[config.mk]
export PLATFORM = sky130hd
export DESIGN_NAME = uart_tx_mmio
export DESIGN_NICKNAME = d
export VERILOG_FILES = /design/src/rtl/uart_tx_mmio.sv
export SDC_FILE = /design/constraint.sdc
export NUM_CORES = 1
export LEC_CHECK = 0
export ABC_AREA = 1
export BUFFER_PORTS_ARGS = -buffer_cell sky130_fd_sc_hd__buf_4
export CORE_UTILIZATION = 50
export DETAILED_ROUTE_END_ITERATION = 16
export GPL_TIMING_DRIVEN = 1
export HOLD_SLACK_MARGIN = 0.15
export PLACE_DENSITY = 0.82
export RECOVER_POWER = 25
export SYNTH_ARGS = -nofsm -noshare
export SYNTH_HDL_FRONTEND = slang
export SYNTH_SLANG_ARGS = --single-unit
[constraint.sdc]
create_clock -name clk -period 3.37 [get_ports clk]
set_input_delay 0 -clock clk [delete_from_list [all_inputs] [get_ports clk]]
set_output_delay 0 -clock clk [all_outputs]
set_load 0.05 [all_outputs]
[src/rtl/uart_tx_mmio.sv]
`default_nettype none
// ============================================================================
// Module   : uart_tx_mmio
// Summary  : Memory-mapped UART transmitter (DATA/STATUS window, TX FIFO, 8N1).
//            Define UART_TX_PARITY_EN to append an even-parity bit to each frame.
// Revision : 1.0 - initial release
// ============================================================================
module uart_tx_mmio #(
   parameter logic [31:0] BASE_MEMORY  = 32'hFFFF_FFE0,
   parameter int          CLKS_PER_BIT = 16,
   parameter int          FIFO_DEPTH   = 4
) (
   input  logic        clk,
   input  logic        resetn,
   input  logic [31:0] memAddress,
   input  logic [31:0] memWriteData,
   input  logic        memWrite,
   input  logic [3:0]  byteMask,
   output logic [31:0] memReadData,
   output logic        tx
);

   localparam int c_ptr_w = $clog2(FIFO_DEPTH) + 1;
   localparam int c_cnt_w = $clog2(CLKS_PER_BIT);
   localparam logic [c_cnt_w-1:0] c_cnt_max = c_cnt_w'(CLKS_PER_BIT - 1);
`ifdef UART_TX_PARITY_EN
   localparam logic c_parity_flag = 1'b1;
`else
   localparam logic c_parity_flag = 1'b0;
`endif

   typedef enum logic [2:0] {
      ST_IDLE   = 3'd0,
      ST_START  = 3'd1,
      ST_DATA   = 3'd2,
`ifdef UART_TX_PARITY_EN
      ST_PARITY = 3'd3,
`endif
      ST_STOP   = 3'd4
   } state_t;

   state_t             r_state, w_state_nxt;
   logic [c_cnt_w-1:0] r_clk_cnt, w_cnt_nxt;
   logic [2:0]         r_bit_idx, w_bit_nxt;
   logic [7:0]         r_shift, w_shift_nxt;
   logic               r_parity, w_parity_nxt;
   logic               r_tx, w_tx_nxt;

   logic [7:0]         r_fifo [FIFO_DEPTH];
   logic [c_ptr_w-1:0] r_wr_ptr, r_rd_ptr, w_count;
   logic [7:0]         r_last_byte, w_fifo_head;
   logic               r_overflow;
   logic               w_hit, w_wr_data, w_wr_status, w_push, w_pop;
   logic               w_full, w_empty, w_busy, w_bit_end;
   logic [3:0]         w_count_sat;
   logic [31:0]        w_status;
   logic               w_unused;

   assign w_hit       = (memAddress >= BASE_MEMORY) && (memAddress <= BASE_MEMORY + 32'd7);
   assign w_wr_data   = w_hit && memWrite && byteMask[0] && !memAddress[2];
   assign w_wr_status = w_hit && memWrite && byteMask[0] &&  memAddress[2];
   // Full is judged before any same-cycle pop, so a write to a full FIFO is always dropped.
   assign w_push      = w_wr_data && !w_full;
   assign w_unused    = ^{memWriteData[31:8], byteMask[3:1]};

   assign w_empty     = (r_wr_ptr == r_rd_ptr);
   assign w_full      = (r_wr_ptr[c_ptr_w-1] != r_rd_ptr[c_ptr_w-1]) &&
                        (r_wr_ptr[c_ptr_w-2:0] == r_rd_ptr[c_ptr_w-2:0]);
   assign w_count     = r_wr_ptr - r_rd_ptr;
   assign w_count_sat = (w_count > c_ptr_w'(15)) ? 4'hF : 4'(w_count);
   assign w_fifo_head = r_fifo[r_rd_ptr[c_ptr_w-2:0]];
   assign w_busy      = (r_state != ST_IDLE);
   assign w_status    = {23'd0, c_parity_flag, w_count_sat, r_overflow, w_empty, w_full, w_busy};
   assign tx          = r_tx;

   always_ff @(posedge clk) begin
      if (w_push) r_fifo[r_wr_ptr[c_ptr_w-2:0]] <= memWriteData[7:0];
   end

   always_ff @(posedge clk or negedge resetn) begin
      if (!resetn) begin
         r_wr_ptr    <= '0;
         r_rd_ptr    <= '0;
         r_overflow  <= 1'b0;
         r_last_byte <= 8'd0;
         memReadData <= 32'd0;
      end else begin
         if (w_push) r_wr_ptr <= r_wr_ptr + 1'b1;
         if (w_pop)  r_rd_ptr <= r_rd_ptr + 1'b1;
         if (w_wr_data) r_last_byte <= memWriteData[7:0];
         if (w_wr_data && w_full)
            r_overflow <= 1'b1;
         else if (w_wr_status && memWriteData[3])
            r_overflow <= 1'b0;
         memReadData <= w_hit ? (memAddress[2] ? w_status : {24'd0, r_last_byte}) : 32'd0;
      end
   end

   always_ff @(posedge clk or negedge resetn) begin
      if (!resetn) begin
         r_state   <= ST_IDLE;
         r_clk_cnt <= '0;
         r_bit_idx <= 3'd0;
         r_shift   <= 8'd0;
         r_parity  <= 1'b0;
         r_tx      <= 1'b1;
      end else begin
         r_state   <= w_state_nxt;
         r_clk_cnt <= w_cnt_nxt;
         r_bit_idx <= w_bit_nxt;
         r_shift   <= w_shift_nxt;
         r_parity  <= w_parity_nxt;
         r_tx      <= w_tx_nxt;
      end
   end

   // tx is the registered image of the current state's line level (one cycle behind the state).
   always_comb begin
      w_state_nxt  = r_state;
      w_cnt_nxt    = r_clk_cnt;
      w_bit_nxt    = r_bit_idx;
      w_shift_nxt  = r_shift;
      w_parity_nxt = r_parity;
      w_pop        = 1'b0;
      w_tx_nxt     = 1'b1;
      w_bit_end    = (r_clk_cnt == c_cnt_max);
      if (r_state != ST_IDLE) w_cnt_nxt = w_bit_end ? '0 : r_clk_cnt + 1'b1;
      case (r_state)
         ST_IDLE: begin
            if (!w_empty) begin
               w_pop        = 1'b1;
               w_shift_nxt  = w_fifo_head;
               w_parity_nxt = ^w_fifo_head;
               w_cnt_nxt    = '0;
               w_bit_nxt    = 3'd0;
               w_state_nxt  = ST_START;
            end
         end
         ST_START: begin
            w_tx_nxt = 1'b0;
            if (w_bit_end) w_state_nxt = ST_DATA;
         end
         ST_DATA: begin
            w_tx_nxt = r_shift[0];
            if (w_bit_end) begin
               if (r_bit_idx == 3'd7) begin
`ifdef UART_TX_PARITY_EN
                  w_state_nxt = ST_PARITY;
`else
                  w_state_nxt = ST_STOP;
`endif
               end else begin
                  w_bit_nxt   = r_bit_idx + 3'd1;
                  w_shift_nxt = {1'b0, r_shift[7:1]};
               end
            end
         end
`ifdef UART_TX_PARITY_EN
         ST_PARITY: begin
            w_tx_nxt = r_parity;
            if (w_bit_end) w_state_nxt = ST_STOP;
         end
`endif
         ST_STOP: begin
            if (w_bit_end) w_state_nxt = ST_IDLE;
         end
         default: w_state_nxt = ST_IDLE;
      endcase
   end

endmodule
`default_nettype wire
# Word-level counts from Yosys, hierarchy flattened
# Memory sizes are Yosys's and may differ from the RTL's.
# Index checks and enable logic that the tools add are counted.
[word_totals]
register_bits = 42
mem_bits_rw = 32
inputBits = 71
out_inout_bits = 33
word_cells = 78
mem_count = 1
[op_classes]
n_addsub = 5
magnitude_cmp = 3
n_eq_ne = 14
muxes = 28
n_reduce_logical = 17
[memory_table]
columns = ["name", "words", "width", "read_ports", "rd_clocked_by_memory_dff", "write_ports", "line", "source"]
rows = [
  ["r_fifo", 4, 8, 1, 0, 1, "49", "logic [7:0] r_fifo [FIFO_DEPTH];"],
]
[op_table]
columns = ["op", "n"]
rows = [
  ["$mux 8", 5],
  ["$ge 32x32->1 const B", 1],
  ["$le 32x32->1 const B", 1],
  ["$mux 3", 8],
  ["$mux 4", 5],
  ["$pmux 8 s2", 1],
  ["$ne 2x2->1 const B", 6],
  ["$pmux 3 s4", 1],
  ["$add 3x1->3 const B", 3],
  ["$logic_and 1x1->1", 9],
  ["$eq 3x3->1 const B", 2],
  ["$mux 1", 6],
  ["$pmux 3 s2", 1],
  ["$reduce_and 5->1", 1],
  ["$add 4x1->4 const B", 1],
  ["$eq 4x4->1 const B", 1],
  ["$reduce_and 4->1", 1],
  ["$reduce_bool 2->1", 2],
  ["$eq 3x1->1 const B", 1],
  ["$eq 3x2->1 const B", 1],
  ["$eq 3x3->1", 1],
  ["$gt 3x3->1 const B", 1],
  ["$logic_not 3->1", 1],
  ["$reduce_bool 3->1", 1],
  ["5 further kinds", 6],
]

# Longest topological paths before layout
# Gate-level depths: netlist (run 1).
[logic_depth]
ltp_word = 8
depth_mapped = 12
ltp_nobuf = 11

# Least setup slack after synthesis (run 1)
# Ideal clock, no wire load.
[synth_path]
path_kind = "reg2reg"
startpoint = "register r_rd_ptr[1]"
endpoint = "memory r_fifo[0][0], enable pin"
setup_time_ns = 0.371
arrival_ns = 1.741
t_required_ns = 2.999
slack_ns = 1.258
path_stages_with_launch = 8
path_buffers = 0
synth_period_minus_slack_ns = 2.112
cell_sequence = "dfrtp_1 > clkinv_1 > ha_1 > nand2_1 > nor2_1 > inv_1 > nand2_1 > nor2_1"
[synth_via]
elab_chain_len = 6
[synth_rtl]
columns = ["item", "line", "source"]
rows = [
  ["from (decl)", "50", "logic [c_ptr_w-1:0] r_wr_ptr, r_rd_ptr, w_count;"],
  ["from (signal assigned)", "89", "if (w_pop) r_rd_ptr <= r_rd_ptr + 1'b1;"],
  ["$eq 2x2->1", "68", "(r_wr_ptr[c_ptr_w-2:0] == r_rd_ptr[c_ptr_w-2:0]);"],
  ["$logic_and 1x1->1", "67", "assign w_full = (r_wr_ptr[c_ptr_w-1] != r_rd_ptr[c_ptr_w-1]) &&"],
  ["$logic_not 1->1", "63", "assign w_push = w_wr_data && !w_full;"],
  ["$logic_and 1x1->1", "63", ""],
  ["$mux 1", "77", "if (w_push) r_fifo[r_wr_ptr[c_ptr_w-2:0]] <= memWriteData[7:0];"],
  ["$mux 1 (not written as such)", "77", ""],
  ["to (decl)", "49", ""],
]
# Every way passes these cells.

# Worst setup path after layout (run 1)
[layout_path]
startpoint = "register r_rd_ptr[1]"
endpoint = "memory r_fifo[0][7], enable pin"
# Same word-level chain as after synthesis.

==> results.py, run 1 <==
metrics = {
    "timing": {
        "rsz0062_at_grt": "false",
        "min_period_over_period_pct": 79.80,
        "whs_ps": 168.1,
        "tns_ps": 0,
        "slew_headroom_pct": -48.84,
        "hold_violations": 0,
        "fmax_mhz": 371.8,
        "final.min_clock_period_ps": 2689,
        "worst_pin_slew_ps": 2233,
        "setup-violations-final": 0,
        "finalClockSkew_ps": 8.588,
        "slew_viol_final": 43,
    },
    "die": {
        "die_outline_area_sq_um": 7686,
        "fp.coreArea_sq_um": 6944,
        "die_width_um": 87.67,
        "floorplan.rows": 30,
        "start_util_pct": 52.85,
        "die_h_um": 87.67,
        "pin_count": 104,
    },
    "critical_path": {
        "crit_path_end_kind": "flip-flop",
        "worst-endpoint-arrival_ps": 2680,
        "critical_path_buf_inv_count": 2,
        "r2r_cells": 7,
        "cp.required_ps": 3360,
        "reg2reg_to": "r_fifo[0][7]",
        "crit_type": "reg -> reg",
        "worstPathCellList": "clkinv_1 -> ha_1 -> nand2_1 -> nor2_1 -> inv_1 -> nand2_1 -> nor2_1",
        "start_kind": "flip-flop",
        "worst-path-max-fanout": 11,
        "cpMaxStageDelayCell": "sky130_fd_sc_hd__nor2_1",
        "crit_path_max_cell_delay_ps": 590,
        "crit_family": "simple AND/OR/NAND/NOR gates",
        "critical_path.reg2reg.startpoint": "r_rd_ptr[1]",
        "regToRegSetupSlack_ps": 680,
    },
    "layout": {
        "layoutNonFillerInstCount": 567,
        "filler_cells": 571,
        "antenna-diode-count": 0,
        "finalCoreUtilization_pct": 61.62,
        "layout-drive-gt1-share_pct": 17.20,
        "final_nets": 548,
        "area_growth_syn_to_layout_pct": 16.60,
    },
    "status": {
        "violations": "capacitance limit, slew limit",
        "status": "complete, but fails checks",
    },
    "routing": {
        "initialDrtViolationCount": 139,
        "drc": 0,
        "number_of_detailed_route_iterations_in_the_first_pass": 5,
        "postRouteAntennaNets": 0,
        "routed_wire_per_std_cell_um": 12.20,
        "vias": 2738,
        "viasPerCell": 4.829,
        "detail_route.wirelength_mm": 6.916,
    },
    "cts": {
        "clock_tree.htree_level_count": 3,
        "cts_max_path_buffers": 2,
        "clkTransAtPathRegs_ps": 80,
        "root_buffer": "sky130_fd_sc_hd__clkbuf_8",
        "clock-sinks": 74,
        "clock_tree_from_tritoncts": "yes",
        "numCtsBuffers": 9,
        "insertion_delay_ps": 350,
    },
    "place": {
        "detailedPlacementHpwl_mm": 5.045,
        "gp_congestion": 0.7966,
        "place_inst": 539,
        "portBuffers": 50,
    },
    "synthesis": {
        "post_synth_instance_area_sq_um": 3670,
        "synth.yosys.warnings": 0,
        "mapped_cells": 402,
        "yosys_register_bits": 74,
        "netlist_top_cells_area": "sky130_fd_sc_hd__dfrtp_1 (28%), sky130_fd_sc_hd__edfxtp_1 (26%), sky130_fd_sc_hd__nand2_1 (12%)",
        "synth_top_area_cell": "sky130_fd_sc_hd__dfrtp_1",
        "async_reset_ff_share_pct": 56.76,
        "number_of_synthesized_flops_with_an_enable_pin": 32,
        "post_syn_area_per_cell_sq_um": 9.129,
        "synth_cell_types": 32,
        "synth_top_area_share_pct": 27.96,
        "dominant_register_cell_in_the_synthesized_netlist": "sky130_fd_sc_hd__dfrtp_1",
        "synth.yosys.seq_area_share_pct": 54.86,
        "synth_commonest_cells": "sky130_fd_sc_hd__nand2_1 (121), sky130_fd_sc_hd__nor2_1 (46), sky130_fd_sc_hd__dfrtp_1 (41)",
        "post-synth-top-count-cell": "sky130_fd_sc_hd__nand2_1",
    },
    "grt": {
        "number_of_antenna_violations_at_the_first_check_in_global_routing": 0,
        "globalRoute.totalOverflow": 0,
        "first_global_vias": 2654,
        "grt_start_max_net_pins": 43,
        "grt_use_total_pct": 20.12,
        "grt_pass1_wl_mm": 11.64,
    },
    "worst_hold_path": {
        "hold_path_depth": 9,
        "hold_path_class": "in -> reg",
        "worst_hold_path.endpoint": "r_wr_ptr[2]",
        "source_of_the_worst_hold_timing_path": "memAddress[4]",
    },
    "pwr": {
        "seq_power_share_pct": 55.1,
        "power.net_switching_mw": 0.4610,
        "power.total_mw": 1.729,
        "switching_share_pct": 26.66,
        "power.ir.vdd_worst_v": 0.0002963,
        "share_clk_of_total_power_pct": 35.3,
        "power.density_cell_area_nw_per_um2": 404.0,
        "comb_power_share_pct": 9.6,
        "cellInternalPower_mw": 1.268,
        "total_leakage_power_nw": 1.969,
    },
    "flow_run": {
        "cap_violations": 1,
    },
}
## metrics by stage
| step | worst slack, ps | cell area (sq um) |
|---|---|---|
| after global routing | 438.6 | 4279 |
| after detailed placement | 691.0 | 4015 |
| after global placement | 794.0 | 4015 |
| after CTS | 682.8 | 4313 |
| final | 680.7 | 4279 |
| after floorplan | 1258 | 3756 |
## state kept, by name (all words and copies together), names as in the netlist
| signal | count |
|---|---|
| r_last_byte | 8 |
| r_bit_idx | 3 |
| r_state | 3 |
| r_fifo | 32 |
| tx | 1 |
| memReadData | 8 |
| r_rd_ptr | 3 |
| r_overflow | 1 |
| r_clk_cnt | 4 |
| r_wr_ptr | 3 |
| r_shift | 8 |
## routing by layer
metal / routed length [um] / GRT usage (%) / vias to the layer above / part of all wire, %
li1: - / - / 1383 / -
met1: 3017 / 24.16 / 1271 / 44
met2: 3472 / 34.30 / 76 / 50
met3: 344 / 4.901 / 8 / 5.0
met4: 81 / 9.389 / 0 / 1.2
met5: 0 / 0 / - / 0
## layout make-up
class	count	area, sq um	share of cell area [%]
Multi-Input combinational cell	288	1390	32.49
Sequential cell	74	2013	47.05
Clock buffer	9	123.9	2.895
Timing Repair Buffer	62	461.7	10.79
Inverter	31	116.4	2.719
Clock inverter	7	53.80	1.257
Tap cell	96	120.1	2.807
## cell usage in the layout (no fill, tap or decap), drive strengths merged
| cell | Yosys | final |
|---|---|---|
| ha | 10 | 10 |
| o21ai | 21 | 21 |
| fa | 1 | 1 |
| dlygate4sd3 | 0 | 12 |
| xor2 | 3 | 3 |
| nor2 | 49 | 49 |
| nand3 | 12 | 12 |
| clkinv | 1 | 5 |
| buf | 30 | 41 |
| a21oi | 15 | 15 |
| edfxtp | 32 | 32 |
| nor3 | 2 | 2 |
| and3 | 2 | 2 |
| nand4 | 4 | 4 |
| conb | 1 | 24 |
| clkbuf | 2 | 18 |
| o211ai | 6 | 6 |
| dfstp | 1 | 1 |
| nand2 | 124 | 124 |
| clkinvlp | 0 | 2 |
| inv | 30 | 31 |
| o22ai | 6 | 6 |
| or2 | 9 | 9 |
| dfrtp | 41 | 41 |
## worst max path at each step
stage,from,to,slack [ps],depth (start not counted)
finish,r_rd_ptr[1],r_fifo[0][7],680,7
detailed placement,r_rd_ptr[1],r_fifo[0][4],690,7
CTS,r_rd_ptr[1],r_fifo[0][4],680,7
floorplan,r_rd_ptr[1],r_fifo[0][0],1260,7
global placement,r_rd_ptr[1],r_fifo[0][7],790,7
global route,r_rd_ptr[1],r_fifo[0][6],440,7
## logic make-up (layout without fill, tap and decap cells)
| family | Yosys count | after routing | share of synthesized area, % |
|---|---|---|---|
| simple gates | 202 | 202 | 23.49 |
| other cells | 1 | 24 | 0.1022 |
| compound gates | 48 | 48 | 7.262 |
| buf+inv | 63 | 109 | 9.615 |
| fa+ha+maj | 11 | 11 | 3.955 |
| flops | 74 | 74 | 54.86 |
| xor+xnor | 3 | 3 | 0.7161 |
## power groups by stage
stage / logic [mW] / clock network [mW] / registers (mW)
2_1_floorplan: 0.119 / 0 / 0.971
3_3_place_gp: 0.157 / 0 / 0.971
3_5_place_dp: 0.161 / 0 / 0.971
4_1_cts: 0.172 / 0.620 / 0.952
5_1_grt: 0.183 / 0.654 / 0.954
6_report: 0.166 / 0.611 / 0.952
## worst min-delay path: stages
cell                      delay [ps]
sky130_fd_sc_hd__buf_4            80
sky130_fd_sc_hd__nor2_1           30
sky130_fd_sc_hd__nand2_1          60
sky130_fd_sc_hd__nor2_1           40
sky130_fd_sc_hd__nand2_1          60
sky130_fd_sc_hd__nor2_1           50
sky130_fd_sc_hd__nand4_1          70
sky130_fd_sc_hd__nand2_1          50
sky130_fd_sc_hd__nand2_1          40
## repair_timing
item | in CTS | in global routing
setup buffers | 0 | 0
endpoints found under the hold margin | 92 | 0
gates resized for setup | 0 | 0
hold buffers | 12 | 0
No activity file was read; power rests on OpenSTA's default activity.
==> inputs of run 2 (changes only) <==
- clock period: 3.37 -> 2.5 ns (I/O delays scaled with it)
==> results.py, run 2 (same netlist as run 1, synthesis figures left out) <==
metrics = {
    "cts": {
        "root_buffer": "sky130_fd_sc_hd__clkbuf_8",
        "clock_tree_from_tritoncts": "yes",
        "cts.repair_timing.setup_buffer_count": 0,
        "numCtsBuffers": 9,
        "insertion_delay_ps": 360,
        "postCtsResizedCells": 0,
        "clock-sinks": 74,
        "cts_hold_buffers": 12,
        "clkTransAtPathRegs_ps": 80,
        "clock_tree.htree_level_count": 3,
        "cts_max_path_buffers": 2,
    },
    "layout": {
        "filler_cells": 569,
        "mostFrequentLayoutCell": "sky130_fd_sc_hd__nand2_1",
        "largest_reg_flops": 32,
        "area_growth_syn_to_layout_pct": 18.75,
        "layout_common_cells": "sky130_fd_sc_hd__nand2_1 (121), sky130_fd_sc_hd__buf_4 (49), sky130_fd_sc_hd__nor2_1 (46)",
        "layout-drive-gt1-share_pct": 18.79,
        "antenna-diode-count": 0,
        "finish.instance_area_sq_um": 4358,
        "final_nets": 556,
    },
    "routing": {
        "initialDrtViolationCount": 150,
        "viasPerCell": 4.960,
        "detail_route.wirelength_mm": 7.618,
        "postRouteAntennaNets": 0,
        "routed_wire_per_std_cell_um": 13.25,
        "vias": 2852,
        "drc": 0,
        "number_of_detailed_route_iterations_in_the_first_pass": 5,
    },
    "die": {
        "floorplan.rows": 30,
        "die_h_um": 87.67,
        "start_util_pct": 52.85,
        "pin_count": 104,
        "fp.coreArea_sq_um": 6944,
        "die_width_um": 87.67,
        "die_outline_area_sq_um": 7686,
    },
    "pwr": {
        "power.total_mw": 2.438,
        "total_leakage_power_nw": 2.023,
        "power.density_cell_area_nw_per_um2": 559.4,
        "power.ir.vdd_worst_v": 0.0004909,
    },
    "timing": {
        "min_period_over_period_pct": 79.55,
        "worst_pin_slew_ps": 1047,
        "final.min_clock_period_ps": 1989,
        "fin_ws_ps": 511.3,
        "setup-violations-final": 0,
        "hold_violations": 0,
        "slew_viol_final": 0,
        "rsz0062_at_grt": "false",
        "tns_ps": 0,
        "fmax_mhz": 502.8,
        "slew_headroom_pct": 30.22,
        "finalClockSkew_ps": 8.105,
    },
    "critical_path": {
        "worst-endpoint-arrival_ps": 2060,
        "crit_family": "simple AND/OR/NAND/NOR gates",
        "crit_type": "reg -> reg",
        "crit_path_max_cell_delay_ps": 400,
        "cp.required_ps": 2570,
        "critical_path_buf_inv_count": 3,
        "start_kind": "flip-flop",
        "worstPathCellList": "inv_1 -> ha_1 -> nand2_1 -> nor2_1 -> inv_1 -> nand2_1 -> nor2_1 -> buf_4",
        "cpMaxStageDelayCell": "sky130_fd_sc_hd__dfrtp_1",
        "worst-path-max-fanout": 8,
        "crit_path_end_kind": "flip-flop",
    },
    "place": {
        "gp_congestion": 0.8633,
        "portBuffers": 50,
        "pre_cts_slack_ps": 593.3,
        "post_dp_cell_area_sq_um": 4075,
        "detailedPlacementHpwl_mm": 5.336,
    },
    "grt": {
        "grt_use_total_pct": 21.92,
        "first_global_vias": 2802,
        "grt_pass1_wl_mm": 12.50,
        "globalRoute.totalOverflow": 0,
        "number_of_antenna_violations_at_the_first_check_in_global_routing": 0,
        "grt_start_max_net_pins": 43,
    },
    "status": {
        "status": "completed",
    },
    "flow_run": {
        "cap_violations": 0,
    },
    "worst_hold_path": {
        "hold_path_class": "in -> reg",
    },
}
run 2: cell types whose count changed in the layout (fill, tap and decap cells not counted), sizes merged:
cell and change:
buf +8, bufinv +1, clkbuf +1, clkinv -1
inv -1
run 2: worst paths after layout:
kind	end	slack, ps	startpoint	depth (start not counted)
setup / recovery	r_fifo[1][6]	510	r_wr_ptr[0]	8
hold / removal	memReadData[7]	160	memAddress[4]	8
setup reg to reg	r_fifo[1][6]	510	r_wr_ptr[0]	8
hold reg to reg	r_shift[3]	480	r_shift[3]	2
max in group asynchronous	r_state[2]	1500	resetn	2
min in group asynchronous	memReadData[2]	370	resetn	2
run 2: cell type report:
| class | instances | area (sq um) | area share (%) |
|---|---|---|---|
| clock buffer | 10 | 127.6 | 2.929 |
| clock inverter | 6 | 67.56 | 1.550 |
| sequential | 74 | 2013 | 46.20 |
| inverter | 31 | 116.4 | 2.670 |
| tap | 96 | 120.1 | 2.756 |
| multi-input combinational | 288 | 1390 | 31.90 |
| timing repair buffer | 70 | 523.0 | 12.00 |
run 2: report_power, final:
part / internal (mW) / switching (mW)
clock network: 0.462 / 0.465
registers: 1.28 / 0.00688
logic: 0.0696 / 0.158
run 2: per-stage QoR:
stage | cells | util (%) | hold slack [ps]
floorplan | 425 | - | -295.6
global placement | 547 | 58.68 | 15.41
detailed placement | 547 | 58.68 | 22.96
CTS | 575 | 63.23 | 153.5
global route | 575 | 62.76 | 211.4
finish | 575 | 62.76 | 161.0
run 2: metal layers:
layer | vias to the layer above | GRT usage, % | part of all wire (%)
met5 | - | 0 | 0
met4 | 0 | 8.942 | 2.0
met3 | 14 | 5.938 | 5.1
met2 | 93 | 38.35 | 52
met1 | 1348 | 25.59 | 41
li1 | 1397 | - | -
run 2: tightest hold or removal path, cell delays in order:
cell and delay (ps):
sky130_fd_sc_hd__buf_4 80, sky130_fd_sc_hd__inv_1 30, sky130_fd_sc_hd__nand2_1 40, sky130_fd_sc_hd__nor2_1 30
sky130_fd_sc_hd__nand2_1 40, sky130_fd_sc_hd__nor2_1 50, sky130_fd_sc_hd__nand3_1 150, sky130_fd_sc_hd__nor2_1 60
